`src/rtl/instr_mem_loader_pkg.sv`:
```
// Shared types and helpers for the instruction assembler/loader: op classes, RV32I major
// opcodes, loader FSM states, field packing and opcode legality.
package instr_mem_loader_pkg;

    localparam int INSTRUCTION_WIDTH             = 32;
    localparam int PROGRAM_ADDRESS_WIDTH_DEFAULT = 6;

    typedef enum logic [2:0] {
        OPT_R   = 3'd0,
        OPT_I   = 3'd1,
        OPT_S   = 3'd2,
        OPT_B   = 3'd3,
        OPT_U   = 3'd4,
        OPT_J   = 3'd5,
        OPT_SYS = 3'd6
    } instruction_op_type;

    typedef enum logic [6:0] {
        OPC_LOAD     = 7'h03,
        OPC_LOAD_FP  = 7'h07,
        OPC_OP_IMM   = 7'h13,
        OPC_U_AUIPC  = 7'h17,
        OPC_STORE    = 7'h23,
        OPC_STORE_FP = 7'h27,
        OPC_OP       = 7'h33,
        OPC_U_LUI    = 7'h37,
        OPC_MADD     = 7'h43,
        OPC_MSUB     = 7'h47,
        OPC_NMSUB    = 7'h4B,
        OPC_NMADD    = 7'h4F,
        OPC_OP_FP    = 7'h53,
        OPC_BRANCH   = 7'h63,
        OPC_JALR     = 7'h67,
        OPC_J_JAL    = 7'h6F,
        OPC_SYSTEM   = 7'h73
    } instruction_format_type;

    typedef enum logic [1:0] {
        IDLE  = 2'd0,
        LOAD  = 2'd1,
        DRAIN = 2'd2,
        DONE  = 2'd3
    } loader_state_t;

    // An out-of-range op_type has no legal opcode, so it is rejected here as well.
    function automatic logic opcode_legal(input logic [2:0] op_type, input logic [6:0] opcode);
        logic ok;
        ok = 1'b0;
        case (op_type)
            OPT_R:   ok = opcode inside {OPC_OP, OPC_OP_FP, OPC_MADD, OPC_MSUB, OPC_NMSUB, OPC_NMADD};
            OPT_I:   ok = opcode inside {OPC_OP_IMM, OPC_JALR, OPC_LOAD, OPC_LOAD_FP};
            OPT_S:   ok = opcode inside {OPC_STORE, OPC_STORE_FP};
            OPT_B:   ok = (opcode == OPC_BRANCH);
            OPT_U:   ok = opcode inside {OPC_U_AUIPC, OPC_U_LUI};
            OPT_J:   ok = (opcode == OPC_J_JAL);
            OPT_SYS: ok = (opcode == OPC_SYSTEM);
            default: ok = 1'b0;
        endcase
        return ok;
    endfunction

    function automatic logic [INSTRUCTION_WIDTH-1:0] encode_word(
        input logic [2:0]  op_type,
        input logic [6:0]  opcode,
        input logic [4:0]  rd,
        input logic [4:0]  rs1,
        input logic [4:0]  rs2,
        input logic [2:0]  funct3,
        input logic [6:0]  funct7,
        input logic [31:0] imm
    );
        logic [INSTRUCTION_WIDTH-1:0] w;
        w = '0;
        case (op_type)
            OPT_R:          w = {funct7, rs2, rs1, funct3, rd, opcode};
            OPT_I, OPT_SYS: w = {imm[11:0], rs1, funct3, rd, opcode};
            OPT_S:          w = {imm[11:5], rs2, rs1, funct3, imm[4:0], opcode};
            OPT_B:          w = {imm[12], imm[10:5], rs2, rs1, funct3, imm[4:1], imm[11], opcode};
            OPT_U:          w = {imm[31:12], rd, opcode};
            OPT_J:          w = {imm[20], imm[10:1], imm[11], imm[19:12], rd, opcode};
            default:        w = '0;
        endcase
        return w;
    endfunction

endpackage

```
`src/rtl/instr_mem_loader_if.sv`:
```
// Field-set stream, session control/status and instruction-memory write port of the loader.
interface instr_mem_loader_if
    import instr_mem_loader_pkg::*;
#(
    parameter int ADDR_WIDTH = PROGRAM_ADDRESS_WIDTH_DEFAULT
);
    logic                         start;
    logic [ADDR_WIDTH-1:0]        base_addr;
    logic                         op_valid;
    logic                         op_ready;
    logic                         op_last;
    logic [2:0]                   op_type;
    logic [6:0]                   opcode;
    logic [4:0]                   rd;
    logic [4:0]                   rs1;
    logic [4:0]                   rs2;
    logic [2:0]                   funct3;
    logic [6:0]                   funct7;
    logic [31:0]                  imm;
    logic                         mem_we;
    logic [ADDR_WIDTH-1:0]        mem_addr;
    logic [INSTRUCTION_WIDTH-1:0] mem_wdata;
    logic                         busy;
    logic                         done;
    logic                         full;
    logic                         err;
    logic [ADDR_WIDTH:0]          words_written;

    modport slave (
        input  start, base_addr, op_valid, op_last, op_type, opcode,
               rd, rs1, rs2, funct3, funct7, imm,
        output op_ready, mem_we, mem_addr, mem_wdata,
               busy, done, full, err, words_written
    );

    modport master (
        output start, base_addr, op_valid, op_last, op_type, opcode,
               rd, rs1, rs2, funct3, funct7, imm,
        input  op_ready, mem_we, mem_addr, mem_wdata,
               busy, done, full, err, words_written
    );
endinterface

```
`src/rtl/instr_mem_loader_encoder.sv`:
```
// Combinational RV32I field packer; also flags field sets that cannot be encoded legally.
module instr_encoder
    import instr_mem_loader_pkg::*;
(
    input  logic [2:0]                   op_type,
    input  logic [6:0]                   opcode,
    input  logic [4:0]                   rd,
    input  logic [4:0]                   rs1,
    input  logic [4:0]                   rs2,
    input  logic [2:0]                   funct3,
    input  logic [6:0]                   funct7,
    input  logic [31:0]                  imm,
    output logic [INSTRUCTION_WIDTH-1:0] word,
    output logic                         reject
);
    logic misaligned;

    always_comb begin
        word       = encode_word(op_type, opcode, rd, rs1, rs2, funct3, funct7, imm);
        // Branch/jump offsets are halfword multiples; bit 0 has no slot in the encoding.
        misaligned = ((op_type == OPT_B) || (op_type == OPT_J)) && imm[0];
        reject     = misaligned || !opcode_legal(op_type, opcode);
    end
endmodule

```
`src/rtl/instr_mem_loader.sv`:
```
// Session FSM and one-stage write pipeline: accepted field sets are encoded and written
// to sequential instruction-memory addresses the cycle after their handshake.
module instr_mem_loader
    import instr_mem_loader_pkg::*;
#(
    parameter int PROGRAM_ADDRESS_WIDTH = PROGRAM_ADDRESS_WIDTH_DEFAULT
) (
    input logic              clk,
    input logic              reset,
    instr_mem_loader_if.slave bus
);
    localparam int AW = PROGRAM_ADDRESS_WIDTH;
    localparam logic [AW-1:0] TOP_ADDR = {AW{1'b1}};

    loader_state_t                state_reg, state_next;
    logic [AW-1:0]                wr_ptr_reg;
    logic [AW:0]                  words_reg;
    logic                         pend_valid_reg;
    logic [INSTRUCTION_WIDTH-1:0] pend_word_reg;
    logic                         full_reg;
    logic                         err_reg;

    logic [INSTRUCTION_WIDTH-1:0] enc_word;
    logic                         enc_reject;
    logic                         handshake;
    logic                         accept;
    logic                         hit_top;
    logic [AW-1:0]                target_addr;

    instr_encoder u_encoder (
        .op_type (bus.op_type),
        .opcode  (bus.opcode),
        .rd      (bus.rd),
        .rs1     (bus.rs1),
        .rs2     (bus.rs2),
        .funct3  (bus.funct3),
        .funct7  (bus.funct7),
        .imm     (bus.imm),
        .word    (enc_word),
        .reject  (enc_reject)
    );

    always_comb begin
        state_next  = state_reg;
        handshake   = (state_reg == LOAD) && bus.op_valid;
        accept      = handshake && !enc_reject;
        // A word still in the pipeline owns wr_ptr, so a new word lands one slot later.
        target_addr = wr_ptr_reg + AW'(pend_valid_reg);
        hit_top     = accept && (target_addr == TOP_ADDR);
        case (state_reg)
            IDLE:    if (bus.start) state_next = LOAD;
            LOAD:    if (handshake && (bus.op_last || hit_top)) state_next = DRAIN;
            DRAIN:   state_next = DONE;
            DONE:    state_next = IDLE;
            default: state_next = IDLE;
        endcase
    end

    always_ff @(posedge clk) begin
        if (reset) begin
            state_reg      <= IDLE;
            wr_ptr_reg     <= '0;
            words_reg      <= '0;
            pend_valid_reg <= 1'b0;
            pend_word_reg  <= '0;
            full_reg       <= 1'b0;
            err_reg        <= 1'b0;
        end else begin
            state_reg      <= state_next;
            pend_valid_reg <= accept;
            if (accept) begin
                pend_word_reg <= enc_word;
            end
            if ((state_reg == IDLE) && bus.start) begin
                wr_ptr_reg <= bus.base_addr;
                words_reg  <= '0;
                full_reg   <= 1'b0;
                err_reg    <= 1'b0;
            end else begin
                if (pend_valid_reg) begin
                    wr_ptr_reg <= wr_ptr_reg + 1'b1;
                    words_reg  <= words_reg + 1'b1;
                end
                if (hit_top) begin
                    full_reg <= 1'b1;
                end
                if (handshake && enc_reject) begin
                    err_reg <= 1'b1;
                end
            end
        end
    end

    assign bus.op_ready      = (state_reg == LOAD);
    assign bus.mem_we        = pend_valid_reg;
    assign bus.mem_addr      = wr_ptr_reg;
    assign bus.mem_wdata     = pend_word_reg;
    assign bus.busy          = (state_reg == LOAD) || (state_reg == DRAIN);
    assign bus.done          = (state_reg == DONE);
    assign bus.full          = full_reg;
    assign bus.err           = err_reg;
    assign bus.words_written = words_reg;
endmodule

```
`src/flat_wrapper.sv`:
```
// flat-port wrapper written by rule: the top's interface ports become plain ports
module instr_mem_loader_flat import instr_mem_loader_pkg::*;
#(
    parameter int PROGRAM_ADDRESS_WIDTH = PROGRAM_ADDRESS_WIDTH_DEFAULT
)
  (clk, reset, bus_start, bus_base_addr, bus_op_valid, bus_op_last, bus_op_type, bus_opcode, bus_rd, bus_rs1, bus_rs2, bus_funct3, bus_funct7, bus_imm, bus_op_ready, bus_mem_we, bus_mem_addr, bus_mem_wdata, bus_busy, bus_done, bus_full, bus_err, bus_words_written);
  instr_mem_loader_if bus_i ();
  input logic clk;
  input logic reset;
  input wire logic [$bits(bus_i.start)-1:0] bus_start;
  input wire logic [$bits(bus_i.base_addr)-1:0] bus_base_addr;
  input wire logic [$bits(bus_i.op_valid)-1:0] bus_op_valid;
  input wire logic [$bits(bus_i.op_last)-1:0] bus_op_last;
  input wire logic [$bits(bus_i.op_type)-1:0] bus_op_type;
  input wire logic [$bits(bus_i.opcode)-1:0] bus_opcode;
  input wire logic [$bits(bus_i.rd)-1:0] bus_rd;
  input wire logic [$bits(bus_i.rs1)-1:0] bus_rs1;
  input wire logic [$bits(bus_i.rs2)-1:0] bus_rs2;
  input wire logic [$bits(bus_i.funct3)-1:0] bus_funct3;
  input wire logic [$bits(bus_i.funct7)-1:0] bus_funct7;
  input wire logic [$bits(bus_i.imm)-1:0] bus_imm;
  output wire logic [$bits(bus_i.op_ready)-1:0] bus_op_ready;
  output wire logic [$bits(bus_i.mem_we)-1:0] bus_mem_we;
  output wire logic [$bits(bus_i.mem_addr)-1:0] bus_mem_addr;
  output wire logic [$bits(bus_i.mem_wdata)-1:0] bus_mem_wdata;
  output wire logic [$bits(bus_i.busy)-1:0] bus_busy;
  output wire logic [$bits(bus_i.done)-1:0] bus_done;
  output wire logic [$bits(bus_i.full)-1:0] bus_full;
  output wire logic [$bits(bus_i.err)-1:0] bus_err;
  output wire logic [$bits(bus_i.words_written)-1:0] bus_words_written;
  assign bus_i.start = bus_start;
  assign bus_i.base_addr = bus_base_addr;
  assign bus_i.op_valid = bus_op_valid;
  assign bus_i.op_last = bus_op_last;
  assign bus_i.op_type = bus_op_type;
  assign bus_i.opcode = bus_opcode;
  assign bus_i.rd = bus_rd;
  assign bus_i.rs1 = bus_rs1;
  assign bus_i.rs2 = bus_rs2;
  assign bus_i.funct3 = bus_funct3;
  assign bus_i.funct7 = bus_funct7;
  assign bus_i.imm = bus_imm;
  assign bus_op_ready = bus_i.op_ready;
  assign bus_mem_we = bus_i.mem_we;
  assign bus_mem_addr = bus_i.mem_addr;
  assign bus_mem_wdata = bus_i.mem_wdata;
  assign bus_busy = bus_i.busy;
  assign bus_done = bus_i.done;
  assign bus_full = bus_i.full;
  assign bus_err = bus_i.err;
  assign bus_words_written = bus_i.words_written;
  instr_mem_loader #(.PROGRAM_ADDRESS_WIDTH(PROGRAM_ADDRESS_WIDTH)) u_core (.clk(clk), .reset(reset), .bus(bus_i));
endmodule
```
`config.mk`:
```
export PLATFORM = sky130hd
export DESIGN_NAME = instr_mem_loader_flat
export DESIGN_NICKNAME = d
export VERILOG_FILES = /design/src/rtl/instr_mem_loader_pkg.sv /design/src/rtl/instr_mem_loader_if.sv /design/src/rtl/instr_mem_loader_encoder.sv /design/src/rtl/instr_mem_loader.sv /design/src/flat_wrapper.sv
export SDC_FILE = /design/constraint.sdc
export NUM_CORES = 1
export LEC_CHECK = 0
export CAP_MARGIN = 20
export CORE_ASPECT_RATIO = 1.75
export CORE_MARGIN = 4
export CORE_UTILIZATION = 45
export DETAILED_ROUTE_END_ITERATION = 16
export HOLD_SLACK_MARGIN = 0.02
export PLACE_DENSITY_LB_ADDON = 0.1
export REMOVE_ABC_BUFFERS = 1
export SYNTH_ARGS = -nofsm -noshare
export SYNTH_HDL_FRONTEND = slang
export SYNTH_SLANG_ARGS = --single-unit
```
`constraint.sdc`:
```
create_clock -name clk -period 5.2 [get_ports clk]
set_clock_uncertainty 0.1 [all_clocks]
set_input_delay 1.3 -clock clk [delete_from_list [all_inputs] [get_ports clk]]
set_output_delay 1.3 -clock clk [all_outputs]
set_load 0.02 [all_outputs]
```
* Word level (Yosys, flattened, before mapping) *
Index checks and enable logic that the tools add are counted.

storage, ports and cells
  register bits = 50
  bits of input ports = 78
  output and inout bits = 51

cells by class
  $add $sub $neg = 3
  equal/unequal tests = 29
  muxes and demuxes = 7
  reductions and logical operators = 23

operator list
  kind                                            number
  case mux 32 bit (6 select lines)                1
  == test 7 bit (second input constant)           9
  == test 7 x 6 -> 1 bit (second input constant)  4
  == test 7 x 5 -> 1 bit (second input constant)  2
  two-way mux 6 bit                               2
  == test 3 bit (second input constant)           3
  case mux 2 bit (4 select lines)                 1
  adder 7 x 1 -> 7 bit (second input constant)    1
  == test 7 x 2 -> 1 bit (second input constant)  1
  == test 7 x 3 -> 1 bit (second input constant)  1
  logical AND 1 bit                               7
  case mux 1 bit (7 select lines)                 1
  adder 6 x 1 -> 6 bit                            1
  adder 6 x 1 -> 6 bit (second input constant)    1
  == test 3 x 2 -> 1 bit (second input constant)  2
  == test 6 bit (second input constant)           1
  nonzero test 2 bit                              3
  nonzero test 6 bit                              1
  == test 2 bit (second input constant)           2
  logical OR 1 bit                                4
  two-way mux 2 bit                               2
  nonzero test 4 bit                              1
  OR reduction 2 bit                              2
  == test 3 x 1 -> 1 bit (second input constant)  1
  other kinds (7)                                 8

* Logic depth before layout (Yosys ltp) *
Gate-level depths: netlist of the first run.

  depth in word-level cells = 12
  mapped depth = 12

* Hierarchy *
From an unflattened synthesis of the first run, not the netlist that was laid out.

unflattened totals
  cells, all modules = 386
  area, all modules = 3005.4 sq um

modules (own cells, without submodules)
  module            times used  cells an instance  area each (sq um)
  instr_mem_loader  1           253                2098.3
  instr_encoder     1           133                907.1

* Worst setup path after synthesis of the first run *
Ideal clock, no wire load.

  kind = input to register
  start = input bus_op_type[1]
  end = register u_core.pend_word_reg[31], in the netlist u_core.bus.mem_wdata[31]
  arrival time = 3.553 ns
  required time = 4.972 ns
  path slack = 1.420 ns
  cell stages on the path = 12
  path buffers = 3
  path through = buf_4 -> nor2b_1 -> clkbuf_1 -> and2_1 -> ha_1 -> nor2_1 -> nand3_1 -> or4_4 -> a31oi_4 -> buf_6 -> mux2i_1 -> nor2_1

on the way
  longest elaborated chain between the ends = 6
  elaborated cells on any way between the ends = 16
  those cells by class = eq/ne: 6; mux: 2; reduce/logical: 8

RTL lines
  item                                                                 RTL line                                                        source
  from (decl)                                                          flat_wrapper.sv:14                                              input wire logic [$bits(bus_i.op_type)-1:0] bus_op_type;
  == test 3 bit, or another cell as far along                          instr_mem_loader_pkg.sv:49, instr_mem_loader_pkg.sv:74
  case mux 1 bit (7 select lines) or logical OR 1 bit (tied branches)  instr_mem_loader_pkg.sv:49, instr_mem_loader_encoder.sv:21
  logical NOT 1 bit or logical AND 1 bit (tied branches)               instr_mem_loader_encoder.sv:22, instr_mem_loader_encoder.sv:21
  logical OR 1 bit                                                     instr_mem_loader_encoder.sv:22                                  reject = misaligned || !opcode_legal(op_type, opcode);
  logical NOT 1 bit                                                    instr_mem_loader.sv:46                                          accept = handshake && !enc_reject;
  logical AND 1 bit                                                    instr_mem_loader.sv:46
  to (signal assigned)                                                 instr_mem_loader.sv:72                                          pend_word_reg <= enc_word;
  to (decl)                                                            instr_mem_loader.sv:19                                          logic [INSTRUCTION_WIDTH-1:0] pend_word_reg;

Parallel ways exist; a longest one is shown, timed or not.
A chain may end at the register's enable or synchronous reset.

* Worst setup path in the final report of the first run *
  start = input bus_op_type[2]
  end = register u_core.pend_word_reg[24], in the netlist u_core.bus.mem_wdata[24]

Same word-level chain as after synthesis.

==> impl_metrics.yaml, run 1 <==
run:
  drv_cap: 0
finish:
  post_layout_nonfiller_instances: 517
  multi_input_comb_area_um2: 1710
  drive_gt1_frac: 0.0915
  fillerInstances: 512
  postLayoutCoreUtil: 0.691
  diodes: 0
  nNetsFinal: 526
  largest_register_ff_count: 32
  area.sequential_um2: 1000
  area_growth_pct: 49.9
  fin_area_um2: 4240
cts:
  cts-buffers-inserted: 5
  clkLatencyLatePin_ns: 0.29
  ctsResizeCount: 0
  cts_post_setup_buffers_inserted: 0
  cts_num_sinks: 50
  clock_input_transition_at_the_sequential_cells_of_the_worst_setup_and_hold_paths_ns: 0.09
  clock_root_buffer: "sky130_fd_sc_hd__clkbuf_8"
  tritoncts_clock_tree: "yes"
  clock_tree.htree_level_count: 2
  clock_path_buffers: 2
  holdBufCountCts: 0
route:
  drt_iter0_drc: 130
  drt_pass1_iterations: 4
  sum_of_routed_wire_segments_on_met1_mm: 2.95
  met3RoutedLength_um: 523
  top_layer_used: "met4"
  vias_per_cell: 5.45
  avgRoutedWirePerCell_um: 15.4
  route.final.wire_length_mm: 7.97
  detailroute.via_count: 2819
  final_antenna_net_count: 0
  route.met2.wl_mm: 4.33
  drc: 0
sta:
  period_needed_ns: 4.17
  final-setup-viol-count: 0
  fin_tns_setup_ns: 0
  timing.final.crit_share: 0.802
  final-hold-violation-count: 0
  worst-slew-pin-transition_ns: 0.966
  rsz0062_at_grt: "no"
  slew-limit-headroom: 0.356
  maxSlewViolCount: 0
  post-route-worst-setup-slack_ns: 1.03
  hold_ws_ns: 0.384
  maxClockFrequency_ghz: 0.240
synth:
  yosysMostFrequentCell: "sky130_fd_sc_hd__nor2_1"
  syn_avg_cell_area_um2: 8.94
  yosysSeqAreaShare: 0.354
  yosysTopAreaCellShare: 0.354
  post_synth_most_frequent_cells: "sky130_fd_sc_hd__nor2_1 (55), sky130_fd_sc_hd__dfxtp_1 (50), sky130_fd_sc_hd__mux2i_1 (21)"
  synth_enable_flop_cells: 0
  postSynth.asyncResetShare: 0
  netlist_top_cells_area: "sky130_fd_sc_hd__dfxtp_1 (35%), sky130_fd_sc_hd__a211oi_2 (8.4%), sky130_fd_sc_hd__mux2i_1 (7.4%), sky130_fd_sc_hd__nor2_1 (7.3%), sky130_fd_sc_hd__ha_1 (4.9%)"
  yosysUniqueCellTypes: 47
  postSynthRegisterBits: 50
  syn_inst: 316
  synth.yosys.warnings: 0
  synth_flop_cell: "sky130_fd_sc_hd__dfxtp_1"
  yosys.area.top_type: "sky130_fd_sc_hd__dfxtp_1"
  netlist_area_um2: 2830
setup_path:
  worst_setup_path_start_kind: "primary input"
  timing.rr.start: "u_core.bus.mem_we$_SDFF_PP0_"
  worst_setup_end_kind: "flop"
  crit_slowest_cell: "sky130_fd_sc_hd__a31oi_4"
  critical_path.startpoint: "bus_op_type[2]"
  cp.arrival_ns: 4.29
  worst_r2r_path_depth: 8
  timing.critical_path.mode_cell: "sky130_fd_sc_hd__nor2_1"
  cp_max_fo: 42
  required_ns: 5.31
  critPathMaxStageDelay_ns: 0.52
  timing_worst_setup_path_type: "in2reg"
  crit_path_cell_trace: "clkdlybuf4s50_1, nor2b_1, buf_4, and2_1, ha_1, nor2_1, nand3_1, or4_4, a31oi_4, buf_12, nor2_1, a211oi_2"
global_route:
  grt_remaining_overflow: 0
  maximum_number_of_pins_on_one_net_before_global_route_repair: 45
  number_of_antenna_violations_at_the_first_check_in_global_routing: 0
  grt_pass1_vias: 2870
  grt_total_usage: 0.212
  global_route_wire_length_before_repair_mm: 12.8
pwr:
  leakagePower_nw: 1.46
  totalPowerFinal_uw: 957
  power-per-cell-area_nw_per_um2: 226
  worst_ir_drop_vdd_mv: 0.193
placed_design:
  placedInstanceArea_um2: 4160
  gpl.final_weighted_congestion: 0.822
  hpwl_after_detailed_placement_mm: 6.06
  pre_cts_ws_ns: 0.715
  placed_cells: 510
  placement.io_buffers: 128
floorplanning:
  core.rowCount: 38
  dieHeight_um: 113
  floorplan.initialDensity: 0.461
  die-width_um: 67.9
  ios: 129
  area_of_the_placeable_core_um2: 6130
  die_area_um2: 7660
worst_hold_path:
  worst_hold_path.num_cells: 2
  min-delay-path-class: "reg2reg"
  hp-start: "u_core.bus.mem_wdata[0]$_SDFFE_PP0P_"
status:
  outcome: "finished, final reports clean"
-- area by class of cell --
type,instances,area share
well taps,80,0.0236
flip-flops and latches,50,0.236
clock buffers,7,0.0180
multi-input cells,241,0.403
repair buffers,134,0.315
inverters,5,0.00443
-- cells by family (layout without fill, tap and decap cells) --
logic type,count (synthesis),in the layout,share of synthesized area
xor+xnor,9,9,0.0279
simple gates,108,108,0.184
compound gates,90,90,0.257
buf+inv,25,146,0.0421
fa+ha+maj,11,11,0.0487
flops,50,50,0.354
mux,23,23,0.0864
-- worst max-delay path, delay by kind of cell --
family,cells,cell delay (ns)
AO/OA/AOI/OAI,2,0.71
buffers and inverters,3,0.99
AND/OR/NAND/NOR,6,1.05
adder cells (fa/ha/maj),1,0.23
-- placed cells by master, fill, tap and decap left out, types with 2 or more instances in the layout --
cell type,instances
sky130_fd_sc_hd__clkdlybuf4s50_1,127
sky130_fd_sc_hd__nand2b_1,6
sky130_fd_sc_hd__a211o_1,2
sky130_fd_sc_hd__a211oi_2,19
sky130_fd_sc_hd__nor4b_1,2
sky130_fd_sc_hd__nand3b_1,3
sky130_fd_sc_hd__or3_1,3
sky130_fd_sc_hd__mux2i_1,21
sky130_fd_sc_hd__nor2_1,55
sky130_fd_sc_hd__a22oi_1,14
sky130_fd_sc_hd__nand3_1,4
sky130_fd_sc_hd__xor2_1,7
sky130_fd_sc_hd__nor2b_1,4
sky130_fd_sc_hd__buf_4,5
sky130_fd_sc_hd__dfxtp_1,50
sky130_fd_sc_hd__a21oi_1,11
sky130_fd_sc_hd__inv_1,5
sky130_fd_sc_hd__clkbuf_8,5
sky130_fd_sc_hd__ha_1,11
sky130_fd_sc_hd__a211oi_1,9
sky130_fd_sc_hd__a221oi_1,5
sky130_fd_sc_hd__xnor2_1,2
sky130_fd_sc_hd__o21ai_0,14
sky130_fd_sc_hd__nand4_1,5
sky130_fd_sc_hd__nand2_1,17
sky130_fd_sc_hd__o22ai_1,7
sky130_fd_sc_hd__clkbuf_1,2
-- per-layer routing --
metal,track usage,up-vias
li1,-,1394
met1,0.221,1331
met2,0.402,82
met3,0.0447,12
met4,0.0677,0
met5,0,-
-- power breakdown --
group	internal (mW)	switching, mW	total [mW]
registers	0.404	0.0286	0.433
clock network	0.0930	0.121	0.215
logic	0.159	0.151	0.310
total	0.656	0.301	0.957
-- final timing paths --
check | slack (ns) | end
max | 1.03 | u_core.bus.mem_wdata[24]$_SDFFE_PP0P_
min | 0.38 | u_core.bus.mem_wdata[0]$_SDFFE_PP0P_
max reg2reg | 2.68 | u_core.state_reg[1]$_SDFFE_PP0P_
min reg2reg | 0.38 | u_core.bus.mem_wdata[0]$_SDFFE_PP0P_
Power figures use the tool's default switching activity.
==> run 2, diff against run 1 <==
- CORE_UTILIZATION: 45 -> 38
- clock period: 5.2 -> 3.4 ns (I/O delays scaled with it)
==> impl_metrics.yaml, run 2 (same netlist as run 1, synthesis figures left out) <==
status:
  outcome: "finished, final reports clean"
setup_path:
  required_ns: 3.47
  critPathMaxStageDelay_ns: 0.47
  cp_max_fo: 6
  critical_path.top_delay_family: "simple AND/OR/NAND/NOR gates"
  crit_slowest_cell: "sky130_fd_sc_hd__clkdlybuf4s50_1"
  timing.critical_path.mode_cell: "sky130_fd_sc_hd__nor2_1"
  worst_setup_path_start_kind: "primary input"
  timing_worst_setup_path_type: "in2reg"
  worst_setup_end_kind: "flop"
  crit_path_cell_trace: "clkdlybuf4s50_1, nor2b_1, and2_1, ha_1, nor2_1, nand3_1, or4_4, a31oi_4, buf_4, mux2i_1, nor2_1"
  path_buf_inv: 2
  cp.arrival_ns: 3.28
cts:
  clock_path_buffers: 2
  clock_input_transition_at_the_sequential_cells_of_the_worst_setup_and_hold_paths_ns: 0.06
  tritoncts_clock_tree: "yes"
  clock_tree.htree_level_count: 2
  clock_root_buffer: "sky130_fd_sc_hd__clkbuf_16"
  ctsResizeCount: 0
  holdBufCountCts: 0
  cts_num_sinks: 50
  cts-buffers-inserted: 5
  clkLatencyLatePin_ns: 0.29
  cts_post_setup_buffers_inserted: 0
pwr:
  power-per-cell-area_nw_per_um2: 372
  worst_ir_drop_vdd_mv: 0.350
  totalPowerFinal_mw: 1.65
  leakagePower_nw: 1.58
floorplanning:
  die_area_um2: 8930
  dieHeight_um: 122
  area_of_the_placeable_core_um2: 7230
  core.rowCount: 41
  ios: 129
  die-width_um: 73.2
  floorplan.initialDensity: 0.391
run:
  drv_cap: 0
placed_design:
  gpl.final_weighted_congestion: 0.789
  placed_cells: 532
  placement.io_buffers: 128
  hpwl_after_detailed_placement_mm: 6.51
  placedInstanceArea_um2: 4290
  pre_cts_ws_ns: -0.124
finish:
  area_growth_pct: 57.1
  fin_area_um2: 4440
  postLayoutCoreUtil: 0.614
  diodes: 0
  drive_gt1_frac: 0.128
  mostFrequentLayoutCells: "sky130_fd_sc_hd__clkdlybuf4s50_1 (127), sky130_fd_sc_hd__nor2_1 (55), sky130_fd_sc_hd__dfxtp_1 (50)"
  nNetsFinal: 542
  multi_input_comb_area_um2: 1710
  mostFrequentLayoutCell: "sky130_fd_sc_hd__clkdlybuf4s50_1"
  fillerInstances: 665
  largest_register_ff_count: 32
  post_layout_nonfiller_instances: 540
  area.sequential_um2: 1000
sta:
  post-route-worst-setup-slack_ns: 0.189
  final-hold-violation-count: 0
  final-setup-viol-count: 0
  worst-slew-pin-transition_ns: 0.613
  slew-limit-headroom: 0.588
  hold_ws_ns: 0.385
  timing.final.crit_share: 0.945
  period_needed_ns: 3.21
  maxSlewViolCount: 0
  fin_tns_setup_ns: 0
  maxClockFrequency_ghz: 0.311
  rsz0062_at_grt: "no"
global_route:
  grt_total_usage: 0.196
  gr-usage-met3: 0.0495
  maximum_number_of_pins_on_one_net_before_global_route_repair: 29
  global_route_wire_length_before_repair_mm: 13.8
  number_of_antenna_violations_at_the_first_check_in_global_routing: 0
  grt.busiest_layer: "met2"
  met1_usage_in_global_routing: 0.209
  use_met2: 0.358
  grt_remaining_overflow: 0
  grt_pass1_vias: 2971
route:
  vias_per_cell: 5.29
  drt_pass1_iterations: 4
  route.final.wire_length_mm: 8.58
  final_antenna_net_count: 0
  detailroute.via_count: 2856
  drc: 0
  avgRoutedWirePerCell_um: 15.9
  drt_iter0_drc: 98
worst_hold_path:
  min-delay-path-class: "reg2reg"
run 2: cell types whose count changed in the layout (fill, tap and decap cells not counted), sizes merged:
cell / delta
clkinv: +1
buf: +16
run 2: per-layer routing:
layer,wire [um],part of all wire,vias up
li1,-,-,1427
met1,3220,0.38,1324
met2,4610,0.54,96
met3,624,0.073,9
met4,130,0.015,0
met5,0,0,-
run 2: cell type report:
type / count / share of cell area
clock buffers: 7 / 0.0321
clock inverters: 1 / 0.00113
inverters: 5 / 0.00423
multi-input cells: 241 / 0.384
flip-flops and latches: 50 / 0.226
well taps: 86 / 0.0242
repair buffers: 150 / 0.328
run 2: power breakdown:
group	switching (mW)	leakage [nW]	total, mW	internal [mW]
Clock	0.211	0.0739	0.503	0.292
Sequential	0.0418	0.404	0.660	0.618
Combinational	0.235	1.10	0.486	0.250
Total	0.488	1.58	1.65	1.16
run 2: final timing paths:
kind	from	to	slack, ns	cells past startpoint
max	bus_op_type[2]	u_core.bus.mem_wdata[28]$_SDFFE_PP0P_	0.19	11
min	u_core.bus.mem_wdata[0]$_SDFFE_PP0P_	u_core.bus.mem_wdata[0]$_SDFFE_PP0P_	0.39	2
max reg2reg	u_core.bus.mem_we$_SDFF_PP0_	u_core.state_reg[1]$_SDFFE_PP0P_	0.89	8
min reg2reg	u_core.bus.mem_wdata[0]$_SDFFE_PP0P_	u_core.bus.mem_wdata[0]$_SDFFE_PP0P_	0.39	2
run 2: worst min-delay path: stages, from the launching register on:
cell,delay (ns)
sky130_fd_sc_hd__dfxtp_1,0.33
sky130_fd_sc_hd__nor2_1,0.05
sky130_fd_sc_hd__nor2_1,0.07
